===== src/rtl/time_register_pkg.sv =====
// Shared types for the MM:SS countdown time register: controller states,
// the BCD digit limit and the four-digit BCD time word.
package time_register_pkg;

  typedef logic [3:0] bcd_t;

  localparam bcd_t BCD_MAX = 4'd9;

  typedef enum logic [2:0] {
    ST_IDLE  = 3'd0,
    ST_ENTRY = 3'd1,
    ST_COUNT = 3'd2,
    ST_PAUSE = 3'd3,
    ST_DONE  = 3'd4
  } state_e;

  typedef struct packed {
    bcd_t min_tens;
    bcd_t min_ones;
    bcd_t sec_tens;
    bcd_t sec_ones;
  } bcd_time_t;

  function automatic logic time_is_zero(input bcd_time_t t);
    return (t == '0);
  endfunction

  // Minutes as a binary value (0..99 for valid BCD digits).
  function automatic logic [7:0] minutes_of(input bcd_time_t t);
    return ({4'd0, t.min_tens} * 8'd10) + {4'd0, t.min_ones};
  endfunction

endpackage


===== src/rtl/time_register_bcd_digit_down.sv =====
// Single BCD digit decrementer: subtracts the incoming borrow and wraps to a
// caller-supplied value when the digit underflows, raising borrow-out.
module bcd_digit_down
  import time_register_pkg::*;
(
  input  bcd_t digit_i,
  input  logic borrow_i,
  input  bcd_t wrap_i,
  output bcd_t digit_o,
  output logic borrow_o
);

  // Decrement by the borrow; a zero digit wraps and passes the borrow on.
  always_comb begin
    digit_o  = digit_i;
    borrow_o = 1'b0;
    if (borrow_i) begin
      if (digit_i == 4'd0) begin
        digit_o  = wrap_i;
        borrow_o = 1'b1;
      end else begin
        digit_o  = digit_i - 4'd1;
      end
    end
  end

endmodule


===== src/rtl/time_register.sv =====
// MM:SS countdown time register for a keypad-driven timer.
// Digits are shifted in from the keypad stage, start/cancel control the
// countdown, and a 1 Hz tick decrements the BCD time until it reaches 00:00.
// Optional build macro TIME_REGISTER_NORMALIZE_EN folds 60+ seconds into the
// minutes when a count is started; without it, entered seconds are counted
// down as-is.
module time_register
  import time_register_pkg::*;
#(
  parameter int unsigned MAX_SEC_TENS = 5,
  parameter int unsigned MAX_MIN      = 99
) (
  input  logic       clock,
  input  logic       clear,
  input  logic [3:0] digit,
  input  logic       loadn,
  input  logic       pgt,
  input  logic       start,
  input  logic       cancel,
  input  logic       tick,
  output logic [3:0] min_tens,
  output logic [3:0] min_ones,
  output logic [3:0] sec_tens,
  output logic [3:0] sec_ones,
  output logic       running,
  output logic       done
);

  localparam bcd_t       SEC_TENS_WRAP = 4'(MAX_SEC_TENS);
  localparam logic [7:0] MAX_MIN_L     = 8'(MAX_MIN);

  state_e    state_q, state_d;
  bcd_time_t time_q, time_d;
  logic      pgt_q;
  logic      running_q, running_d;
  logic      done_q, done_d;

  logic      key_strobe;
  bcd_time_t shift_base;
  bcd_time_t start_time;
  logic [7:0] start_min;
  logic      start_ok;

  bcd_t      dec_so, dec_st, dec_mo, dec_mt;
  logic      bor_so, bor_st, bor_mo, bor_mt;
  bcd_time_t dec_time;

  // A key is taken on the rising edge of pgt while loadn flags a valid key;
  // non-decimal codes are dropped here.
  assign key_strobe = pgt & ~pgt_q & ~loadn & (digit <= BCD_MAX);

  // One-second decrement chain, least significant digit first.
  bcd_digit_down u_sec_ones (
    .digit_i  (time_q.sec_ones),
    .borrow_i (1'b1),
    .wrap_i   (BCD_MAX),
    .digit_o  (dec_so),
    .borrow_o (bor_so)
  );

  bcd_digit_down u_sec_tens (
    .digit_i  (time_q.sec_tens),
    .borrow_i (bor_so),
    .wrap_i   (SEC_TENS_WRAP),
    .digit_o  (dec_st),
    .borrow_o (bor_st)
  );

  bcd_digit_down u_min_ones (
    .digit_i  (time_q.min_ones),
    .borrow_i (bor_st),
    .wrap_i   (BCD_MAX),
    .digit_o  (dec_mo),
    .borrow_o (bor_mo)
  );

  bcd_digit_down u_min_tens (
    .digit_i  (time_q.min_tens),
    .borrow_i (bor_mo),
    .wrap_i   (BCD_MAX),
    .digit_o  (dec_mt),
    .borrow_o (bor_mt)
  );

  assign dec_time = '{min_tens: dec_mt, min_ones: dec_mo,
                      sec_tens: dec_st, sec_ones: dec_so};

`ifdef TIME_REGISTER_NORMALIZE_EN
  // Fold 60 or more seconds into one extra minute so counting starts from a
  // canonical MM:SS; the minute total is checked against the limit afterwards.
  always_comb begin
    start_time = time_q;
    start_min  = minutes_of(time_q);
    if (time_q.sec_tens >= 4'd6) begin
      start_time.sec_tens = time_q.sec_tens - 4'd6;
      start_min           = start_min + 8'd1;
      if (time_q.min_ones == BCD_MAX) begin
        start_time.min_ones = 4'd0;
        start_time.min_tens = time_q.min_tens + 4'd1;
      end else begin
        start_time.min_ones = time_q.min_ones + 4'd1;
      end
    end
  end
`else
  assign start_time = time_q;
  assign start_min  = minutes_of(time_q);
`endif

  assign start_ok = ((state_q == ST_ENTRY) || (state_q == ST_PAUSE)) &&
                    !time_is_zero(time_q) && (start_min <= MAX_MIN_L);

  // A completed count is wiped before a new digit goes in.
  assign shift_base = (state_q == ST_DONE) ? '0 : time_q;

  // Next state and time, prioritised cancel > start > tick > key strobe.
  always_comb begin
    state_d = state_q;
    time_d  = time_q;
    if (cancel) begin
      if (state_q == ST_COUNT) begin
        state_d = ST_PAUSE;
      end else begin
        state_d = ST_IDLE;
        time_d  = '0;
      end
    end else if (start) begin
      if (start_ok) begin
        state_d = ST_COUNT;
        time_d  = start_time;
      end
    end else if (tick && (state_q == ST_COUNT)) begin
      // A borrow out of the top digit would mean wrapping past 00:00; hold.
      if (!bor_mt) begin
        time_d = dec_time;
        if (time_is_zero(dec_time)) begin
          state_d = ST_DONE;
        end
      end
    end else if (key_strobe &&
                 ((state_q == ST_IDLE) || (state_q == ST_ENTRY) ||
                  (state_q == ST_DONE))) begin
      time_d  = {shift_base.min_ones, shift_base.sec_tens,
                 shift_base.sec_ones, digit};
      state_d = ST_ENTRY;
    end
  end

  // Status flags are registered from the next state so they line up with it.
  always_comb begin
    running_d = (state_d == ST_COUNT);
    done_d    = (state_d == ST_DONE);
  end

  // State, time and key-edge registers; clear acts immediately.
  always_ff @(posedge clock or posedge clear) begin
    if (clear) begin
      state_q   <= ST_IDLE;
      time_q    <= '0;
      pgt_q     <= 1'b0;
      running_q <= 1'b0;
      done_q    <= 1'b0;
    end else begin
      state_q   <= state_d;
      time_q    <= time_d;
      pgt_q     <= pgt;
      running_q <= running_d;
      done_q    <= done_d;
    end
  end

  assign min_tens = time_q.min_tens;
  assign min_ones = time_q.min_ones;
  assign sec_tens = time_q.sec_tens;
  assign sec_ones = time_q.sec_ones;
  assign running  = running_q;
  assign done     = done_q;

endmodule


===== config.mk =====
export PLATFORM = sky130hd
export DESIGN_NAME = time_register
export DESIGN_NICKNAME = d
export VERILOG_FILES = /design/src/rtl/time_register_pkg.sv /design/src/rtl/time_register_bcd_digit_down.sv /design/src/rtl/time_register.sv
export SDC_FILE = /design/constraint.sdc
export NUM_CORES = 1
export LEC_CHECK = 0
export ABC_AREA = 1
export CAP_MARGIN = 20
export CELL_PAD_IN_SITES_DETAIL_PLACEMENT = 0
export CELL_PAD_IN_SITES_GLOBAL_PLACEMENT = 2
export CORE_MARGIN = 4
export CORE_UTILIZATION = 33
export CTS_BUF_LIST = sky130_fd_sc_hd__clkbuf_8
export DETAILED_ROUTE_END_ITERATION = 7
export GPL_TIMING_DRIVEN = 0
export PLACE_DENSITY = 0.86
export SLEW_MARGIN = 20
export SYNTH_ARGS = -nofsm -noshare
export SYNTH_HDL_FRONTEND = slang
export SYNTH_SLANG_ARGS = --single-unit

===== constraint.sdc =====
create_clock -name clock -period 7.4 [get_ports clock]
set_clock_uncertainty 0.15 [all_clocks]
set_input_delay 1.11 -clock clock [delete_from_list [all_inputs] [get_ports clock]]
set_output_delay 1.11 -clock clock [all_outputs]
set_load 0.005 [all_outputs]

## Word-level counts from Yosys, hierarchy flattened

Cells that the tools add are included.

- $add $sub $neg: 5
- Multipliers: 1
- $lt $le $gt $ge: 2
- Equality and inequality tests: 9
- Muxes and demuxes: 29
- Bitwise logic cells: 5
- Reduce and logical (&&, ||, !) cells: 17

Operators with widths:

| operator | number |
|---|---|
| $mux 16 | 6 |
| $logic_not 16->1 | 2 |
| $mux 4 | 7 |
| $mux 3 | 7 |
| $logic_not 4->1 | 4 |
| $sub 4x1->4 const B | 4 |
| $mux 12 | 1 |
| $eq 3x2->1 const B | 3 |
| $add 8x4->8 | 1 |
| $le 8x7->1 const B | 1 |
| $mul 4x3->7 const B | 1 |
| $mux 1 | 7 |
| $eq 3x3->1 const B | 2 |
| $le 4x4->1 const B | 1 |
| $logic_and 1x1->1 | 4 |
| $reduce_and 4->1 | 1 |
| $and 1x1->1 | 3 |
| $eq 3x1->1 const B | 1 |
| $logic_not 3->1 | 1 |
| $logic_or 1x1->1 | 3 |
| $ne 3x3->1 const B | 1 |
| $reduce_bool 3->1 | 1 |
| $mux 2 | 1 |
| $ne 2x1->1 const B | 1 |
| other kinds (3) | 4 |

- Flip-flop bits (word level): 22
- Bits of input ports: 11
- Output and inout bits: 18
- Word-level logic and storage cells: 76

## Depth between registers and ports, before layout

Gate-level depths: netlist (run 1).

- Depth in word-level cells: 12
- Gate-level depth with buffers: 17

## Modules after synthesis

Synthesis (run 1) repeated with hierarchy kept, for this count alone.

- Cells, all modules: 376
- Area, all modules: 2,303.5 µm²

By module, submodules not included:

| module | instances | cells an instance | area an instance (µm²) | seq. area each (µm²) |
|---|---|---|---|---|
| time_register | 1 | 228 | 1,632.8 | 550.5 |
| bcd_digit_down | 4 | 37 | 167.7 | 0.0 |

## Worst setup path after synthesis (run 1)

OpenSTA, ideal clock, no wires.

- Kind: register -> register
- Start: reg time_q (netlist bit min_tens[1])
- End: reg done_q (netlist: done)
- Arrival time: 2.295 ns
- Setup slack: 4.837 ns
- Stages on the path, launching flop included: 17
- Clock period less this slack: 2.563 ns
- Cells stage by stage: dfrtp_1 > ha_1 > ha_1 > fa_1 > nand2_1 > inv_1 > nand3_1 > nand2_1 > a21oi_1 > nand2_1 > nand2_1 > nand2_1 > nand2_1 > a21oi_1 > nand2_1 > nand2_1 > nor2_2

- Word-level cells in the longest chain between the ends: 10

Ends and longest elaborated chain:

| what | line | text |
|---|---|---|
| start, declared | time_register.sv:33 | `bcd_time_t time_q, time_d;` |
| start signal, assigned | time_register.sv:165 | `time_q <= time_d;` |
| parallel branches: the longest is 7 deep, another holds $add 8x4->8 | n/a |  |
| $mux 3 * | time_register.sv:127 | `end else if (start) begin` |
| $mux 3 * | time_register.sv:120 | `if (cancel) begin` |
| $eq 3x3->1 * | time_register.sv:152 | `done_d = (state_d == ST_DONE);` |
| via done_d | time_register.sv:36 | `logic done_q, done_d;` |
| end signal, assigned | time_register.sv:168 | `done_q <= done_d;` |
| end, declared | time_register.sv:36 |  |

Mark *: on every way through the listed nets, which the timed path passes.
A chain may end at the register's enable or synchronous reset.

## Worst setup path after layout (run 1)

Ends and elaborated chain as after synthesis.

==> flow_summary.ini, run 1 <==
[outcome]
status = finished, final reports clean

[clock_tree]
clkSinkCount = 22
cts.repair_timing.setup_buffer_count = 0
cts_root_buf = sky130_fd_sc_hd__clkbuf_8
ctsLongestPathBuffers = 2
tritoncts_clock_tree = done
later_pin_clock_latency_in_the_skew_report_ns = 0.28
cts_htree_levels = 1
clk_pin_slew_ns = 0.10
cts_buffers = 3
quantity_of_gates_resized_following_cts = 0
cts.hold.buffers_added = 0

[worst_setup_path]
cell_type_group_with_the_largest_total_delay_on_the_critical_path = adder cells
crit-reg2reg-capture = done
critical_path.endpoint_type = flip-flop
cp_slowest_stage_delay_ns = 0.54
timing.critical_path.arrival_ns = 2.83
path_class = flip-flop to flip-flop
critical_path_required_ns = 7.41
setup.reg_to_reg.worst_slack_ns = 4.58
critical_path.n_buffers_inverters = 1
start_kind = flip-flop
r2r_startpoint = min_tens[1]
cp_common_cell = sky130_fd_sc_hd__nand2_1
r2r.worst_path.cells = 16
timing.critical_path.slowest_stage_cell = sky130_fd_sc_hd__fa_1
critical_path.max_fanout = 8
path_cells = ha_1, ha_1, fa_1, nand2_1, inv_1, nand3_1, nand2_1, a21oi_1, nand2_1, nand2_1, nand2_1, nand2_1, a21oi_1, nand2_1, nand2_1, nor2_2

[timing]
rsz0062_at_grt = false
final.period_utilization_pct = 38.1
fin_crit_ns = 2.82
fmax_mhz = 355
report.final.hold_viol_count = 0
max_slew_margin_vs_limit_pct = 38.1
finalMaxSlewViolations = 0
fin_setup_tns_ns = 0
tightest_slew_ns = 0.928
timing.final.setup_violations = 0

[route]
number_of_optimization_iterations_in_the_first_detailed_route_pass = 4
route.final.wire_length_mm = 5.11
drt-wirelength-per-cell_um = 13.2
remaining_drc_errors = 0
dr.first_iter.drc_count = 130
ant_nets_after_route = 0
detailroute.via_count = 1867
via_per_instance_ratio = 4.84

[logic_synthesis]
synth_common_cells = sky130_fd_sc_hd__nand2_1, sky130_fd_sc_hd__inv_1, sky130_fd_sc_hd__o21ai_0
synthesis.nets = 303
postSynthCellCount = 282
synth_edf_count = 0
yosys_warnings = 0
postSynthAreaPerCell_um2 = 6.78
netlist.top_cell.by_area = sky130_fd_sc_hd__dfrtp_1
postSynthRegisterBits = 22
synth_area_leaders = sky130_fd_sc_hd__dfrtp_1, sky130_fd_sc_hd__nand2_1, sky130_fd_sc_hd__o21ai_0, sky130_fd_sc_hd__inv_1, sky130_fd_sc_hd__ha_1
share_of_synthesized_area_occupied_by_flip_flops_and_latches_pct = 28.8
yosysMostFrequentCell = sky130_fd_sc_hd__nand2_1
ys_types = 34
ys_async_sr_fraction_pct = 100
syn-cell-area_um2 = 1910
synthDominantCellAreaShare_pct = 28.8
synth_ff_type = sky130_fd_sc_hd__dfrtp_1

[job]
cap_violations = 0

[cells_and_area]
utilization_pct = 42.2
area.growth.synth_to_final_pct = 23.1
drive_gt1_share_pct = 10.8
n_antenna_cell = 0
nets = 336
num-fill-cells = 606

[die]
floorplan.die.width_um = 84.1
boundaryPins = 29
fp.dieArea_um2 = 7070
die-height_um = 84.1
initial_utilization_pct = 34.3
placeableCoreArea_um2 = 5570
num_rows = 27

[min_path]
timing.hold.worst.start = sec_tens[1]
timing.hold.worst_path_depth = 2
timing.hold.worst.class = flip-flop to flip-flop
hold-path-endpoint = sec_tens[1]

[global_route]
initial_antenna_violation_count = 0
grt-ovfl-total = 0
grt_max_degree = 23
grt_resource_usage_total_pct = 15.1
grt_pass1_vias = 1764
grt_first_pass_wirelength_mm = 8.83

[placed_design]
dpl.hpwl_mm = 3.97
gpl.final_weighted_congestion = 0.765
buffer_ports.inserted = 28

[power]
static-leakage-power_nw = 1.15
power_density_nw_per_um2 = 191
vdd.ir_drop.worst_mv = 0.0857
-- stage by stage --
stage	total power [W]	hold slack [ns]	std cells	setup WS [ns]	instance area [µm²]
after floorplan	0.000273	0.383	282	4.84	1910
after global placement	0.000336	0.427	382	4.33	2280
after detailed placement	0.000334	0.428	382	4.35	2280
after CTS	0.000452	0.451	386	4.55	2350
after global routing	0.000483	0.517	386	4.30	2350
final	0.000448	0.449	386	4.58	2350
-- power breakdown --
part           switching (W)  leakage, nW  total (W)  internal, W
Combinational       0.000107        0.816   0.000178    0.0000712
Clock              0.0000451       0.0357   0.000118    0.0000724
Sequential         0.0000198        0.295   0.000152     0.000132
Total               0.000172         1.15   0.000448     0.000276
-- flip-flops by register name, indices dropped and copies added (netlist names) --
name / flops
sec_ones: 4
min_ones: 4
pgt_q: 1
running: 1
sec_tens: 4
min_tens: 4
state_q: 3
done: 1
-- worst register-to-register path, stage by stage, from the launching register on --
cell and delay (ns):
sky130_fd_sc_hd__dfrtp_1 0.48, sky130_fd_sc_hd__ha_1 0.35, sky130_fd_sc_hd__ha_1 0.21, sky130_fd_sc_hd__fa_1 0.54, sky130_fd_sc_hd__nand2_1 0.07, sky130_fd_sc_hd__inv_1 0.07, sky130_fd_sc_hd__nand3_1 0.07, sky130_fd_sc_hd__nand2_1 0.08
sky130_fd_sc_hd__a21oi_1 0.06, sky130_fd_sc_hd__nand2_1 0.06, sky130_fd_sc_hd__nand2_1 0.05, sky130_fd_sc_hd__nand2_1 0.06, sky130_fd_sc_hd__nand2_1 0.07, sky130_fd_sc_hd__a21oi_1 0.18, sky130_fd_sc_hd__nand2_1 0.10, sky130_fd_sc_hd__nand2_1 0.08
sky130_fd_sc_hd__nor2_2 0.03
-- how the worst max path moves through the flow --
stage,startpoint,end,slack [ns],depth (start not counted)
2_1_floorplan,min_tens[1],done,4.84,16
3_3_place_gp,tick,sec_ones[2],4.33,8
3_5_place_dp,tick,sec_ones[2],4.35,8
4_1_cts,min_tens[1],done,4.55,16
5_1_grt,min_tens[1],done,4.30,16
6_report,min_tens[1],done,4.58,16
-- layout make-up --
class | count | area (µm²) | area share, %
Sequential cell | 22 | 551 | 23.4
Multi-Input combinational cell | 216 | 1180 | 50.2
Clock buffer | 3 | 41.3 | 1.76
Tap cell | 72 | 90.1 | 3.83
Timing Repair Buffer | 28 | 280 | 11.9
Buffer | 6 | 33.8 | 1.44
Inverter | 38 | 146 | 6.22
Clock inverter | 1 | 30.0 | 1.28
-- layer usage --
metal | track usage [%] | up-vias | part of all wire (%)
met5 | 0 | - | 0
met4 | 2.63 | 0 | 0.51
met3 | 2.07 | 4 | 4.3
met2 | 23.5 | 36 | 43
met1 | 22.4 | 835 | 52
li1 | - | 992 | -
-- layout by cell type (no fill, tap or decap), types with 2 or more instances in the layout --
master,count
sky130_fd_sc_hd__nor2_4,2
sky130_fd_sc_hd__inv_1,33
sky130_fd_sc_hd__nand3_2,2
sky130_fd_sc_hd__nand2_4,3
sky130_fd_sc_hd__nor2_2,3
sky130_fd_sc_hd__nand2_1,78
sky130_fd_sc_hd__clkdlybuf4s50_1,28
sky130_fd_sc_hd__xor2_1,2
sky130_fd_sc_hd__a21oi_1,17
sky130_fd_sc_hd__nand2_2,6
sky130_fd_sc_hd__o21ai_1,2
sky130_fd_sc_hd__ha_1,8
sky130_fd_sc_hd__o2111ai_1,2
sky130_fd_sc_hd__o21ai_2,7
sky130_fd_sc_hd__a31oi_1,3
sky130_fd_sc_hd__nand4_1,6
sky130_fd_sc_hd__nor3_1,2
sky130_fd_sc_hd__clkbuf_1,4
sky130_fd_sc_hd__nand3_1,20
sky130_fd_sc_hd__clkbuf_8,3
sky130_fd_sc_hd__clkinv_1,2
sky130_fd_sc_hd__dfrtp_1,22
sky130_fd_sc_hd__nor2_1,19
sky130_fd_sc_hd__fa_1,2
sky130_fd_sc_hd__o21ai_0,26
-- logic make-up after synthesis --
| family | count (synthesis) | share of synthesized area [%] |
|---|---|---|
| XOR/XNOR | 2 | 0.917 |
| adder cells (fa/ha/maj) | 10 | 7.33 |
| AO/OA/AOI/OAI | 59 | 17.7 |
| flip-flops | 22 | 28.8 |
| buffers and inverters | 44 | 9.43 |
| AND/OR/NAND/NOR | 145 | 35.8 |
(Power assumes the default switching activity.)
==> inputs of run 2 (changes only) <==
--- a/config.mk
+++ b/config.mk
@@ -10,11 +10,11 @@
 export CELL_PAD_IN_SITES_DETAIL_PLACEMENT = 0
 export CELL_PAD_IN_SITES_GLOBAL_PLACEMENT = 2
 export CORE_MARGIN = 4
-export CORE_UTILIZATION = 33
+export CORE_UTILIZATION = 28
 export CTS_BUF_LIST = sky130_fd_sc_hd__clkbuf_8
 export DETAILED_ROUTE_END_ITERATION = 7
 export GPL_TIMING_DRIVEN = 0
-export PLACE_DENSITY = 0.86
+export PLACE_DENSITY = 0.78
 export SLEW_MARGIN = 20
 export SYNTH_ARGS = -nofsm -noshare
 export SYNTH_HDL_FRONTEND = slang
==> constraint.sdc (replaced) <==
create_clock -name clock -period 2.38 [get_ports clock]
set_clock_uncertainty 0.15 [all_clocks]
set_input_delay 0.357 -clock clock [delete_from_list [all_inputs] [get_ports clock]]
set_output_delay 0.357 -clock clock [all_outputs]
set_load 0.005 [all_outputs]
==> flow_summary.ini, run 2 (synthesis results as in run 1) <==
[outcome]
status = complete, but fails checks
violations_in_the_final_reports = negative setup slack

[job]
cap_violations = 0

[route]
dr.first_iter.drc_count = 70
drt-wirelength-per-cell_um = 13.7
remaining_drc_errors = 0
route.final.wire_length_mm = 5.45
detailroute.via_count = 1908
number_of_optimization_iterations_in_the_first_detailed_route_pass = 4
ant_nets_after_route = 0
via_per_instance_ratio = 4.81

[worst_setup_path]
start_kind = flip-flop
cell_type_group_with_the_largest_total_delay_on_the_critical_path = adder cells
path_cells = ha_4, ha_4, fa_1, nand2_1, inv_2, nand3_2, nand2_1, a21oi_1, nand2_1, nand2_1, nand2_2, nand2_2, a21oi_2, nand2_1, nand2_1, nor2_2
critical_path.max_fanout = 3
timing.critical_path.arrival_ns = 2.54
timing.critical_path.slowest_stage_cell = sky130_fd_sc_hd__fa_1
cp_common_cell = sky130_fd_sc_hd__nand2_1
critical_path.endpoint_type = flip-flop
critical_path_required_ns = 2.40
critical_path.n_buffers_inverters = 1
path_class = flip-flop to flip-flop
cp_slowest_stage_delay_ns = 0.53

[cells_and_area]
layout_common_cells = sky130_fd_sc_hd__nand2_1, sky130_fd_sc_hd__inv_1, sky130_fd_sc_hd__clkdlybuf4s50_1
layout_commonest_cell = sky130_fd_sc_hd__nand2_1
n_antenna_cell = 0
nets = 342
utilization_pct = 37.6
stdcell_area_um2 = 2440
area.growth.synth_to_final_pct = 27.9
drive_gt1_share_pct = 17.2

[clock_tree]
clkSinkCount = 22
cts.hold.buffers_added = 0
cts_buffers = 3
cts_htree_levels = 1
clk_pin_slew_ns = 0.09
ctsLongestPathBuffers = 2
tritoncts_clock_tree = done
later_pin_clock_latency_in_the_skew_report_ns = 0.26
cts_root_buf = sky130_fd_sc_hd__clkbuf_8

[power]
internal_power_w = 0.000768
switching_power_w = 0.000541
vdd.ir_drop.worst_mv = 0.219
power.switching_fraction_pct = 41.3
power.total_w = 0.00131
share_comb_of_total_power_pct = 45.1
static-leakage-power_nw = 1.15
power_density_nw_per_um2 = 536
clk_pwr_share_pct = 18.9
seqPwrFrac_pct = 36.0

[global_route]
grt_resource_usage_total_pct = 13.9
initial_antenna_violation_count = 0
grt_first_pass_wirelength_mm = 9.54
grt-ovfl-total = 0
grt_max_degree = 23
grt_pass1_vias = 1943

[die]
floorplan.die.width_um = 90.6
die-height_um = 90.6
num_rows = 29
boundaryPins = 29
initial_utilization_pct = 29.4
fp.dieArea_um2 = 8210
placeableCoreArea_um2 = 6490

[timing]
fmax_mhz = 396
post-route-worst-setup-slack_ns = -0.146
tightest_slew_ns = 0.935
max_slew_margin_vs_limit_pct = 37.6
rsz0062_at_grt = true
report.final.hold_viol_count = 0
final.period_utilization_pct = 106
timing.final.setup_violations = 4
fin_crit_ns = 2.53
finalMaxSlewViolations = 0

[placed_design]
placedInstanceArea_um2 = 2320
dp_worst_slack_ns = -0.310
dpl.hpwl_mm = 4.16
gpl.final_weighted_congestion = 0.792
buffer_ports.inserted = 28

[min_path]
timing.hold.worst.class = primary input to flip-flop
run 2: cell types whose count changed in the layout (fill, tap and decap cells not counted), moves of 2 or more:
cell	delta
sky130_fd_sc_hd__buf_4	+6
sky130_fd_sc_hd__dfrtp_1	-5
sky130_fd_sc_hd__dfrtp_2	+5
sky130_fd_sc_hd__ha_1	-4
sky130_fd_sc_hd__ha_4	+3
sky130_fd_sc_hd__nand2_1	-3
sky130_fd_sc_hd__nand2_2	+3
sky130_fd_sc_hd__o21ai_0	-2
run 2: worst paths after layout:
kind,from,end,slack (ns),depth (start not counted)
worst max-delay path,min_tens[1],done,-0.15,16
worst min register to register,sec_tens[1],sec_tens[1],0.47,2
worst min-delay path,pgt,pgt_q,0.40,1
min in group asynchronous,clear,sec_ones[3],0.44,2
worst max register to register,min_tens[1],done,-0.15,16
max in group asynchronous,clear,min_tens[2],1.01,2
run 2: timing repair:
item,4_1_cts,5_1_grt
cloned,0,0
pin swaps,6,2
setup endpoints to repair,4,5
buffers inserted,6,0
resized for setup,8,5
run 2: final cells by class:
class,count,area [µm²]
fill,700,4050
buffer,6,33.8
multi-input combinational,216,1240
clock inverter,1,3.75
timing repair buffer,34,325
sequential,22,557
tap,77,96.3
clock buffer,3,41.3
inverter,38,146
run 2: worst register-to-register path, cell delays in order, from the launching register on:
cell	delay, ns
sky130_fd_sc_hd__dfrtp_2	0.43
sky130_fd_sc_hd__ha_4	0.26
sky130_fd_sc_hd__ha_4	0.16
sky130_fd_sc_hd__fa_1	0.53
sky130_fd_sc_hd__nand2_1	0.08
sky130_fd_sc_hd__inv_2	0.07
sky130_fd_sc_hd__nand3_2	0.06
sky130_fd_sc_hd__nand2_1	0.06
sky130_fd_sc_hd__a21oi_1	0.05
sky130_fd_sc_hd__nand2_1	0.06
sky130_fd_sc_hd__nand2_1	0.06
sky130_fd_sc_hd__nand2_2	0.07
sky130_fd_sc_hd__nand2_2	0.07
sky130_fd_sc_hd__a21oi_2	0.14
sky130_fd_sc_hd__nand2_1	0.09
sky130_fd_sc_hd__nand2_1	0.07
sky130_fd_sc_hd__nor2_2	0.03
run 2: power by group through the flow:
stage | Clock, W | Sequential, W | Combinational, W
6_report | 0.000248 | 0.000471 | 0.000590
4_1_cts | 0.000256 | 0.000472 | 0.000594
3_5_place_dp | 0 | 0.000485 | 0.000565
5_1_grt | 0.000273 | 0.000481 | 0.000668
3_3_place_gp | 0 | 0.000486 | 0.000570
2_1_floorplan | 0 | 0.000472 | 0.000386
run 2: through the flow:
step / hold WS (ns) / cells / TNS [ns]
6_report: 0.399 / 397 / -0.340
3_5_place_dp: 0.441 / 387 / -1.09
5_1_grt: 0.405 / 397 / -0.957
2_1_floorplan: 0.196 / 282 / -0.161
4_1_cts: 0.400 / 397 / -0.497
3_3_place_gp: 0.433 / 387 / -1.03
run 2: metal layers:
layer	GRT usage, %	routed length [µm]	vias to the layer above	share of wire (%)
met5	0	0	-	0
met4	2.93	52	0	0.95
met3	1.92	184	6	3.4
met2	22.6	2430	36	45
met1	19.6	2790	866	51
li1	-	-	1000	-
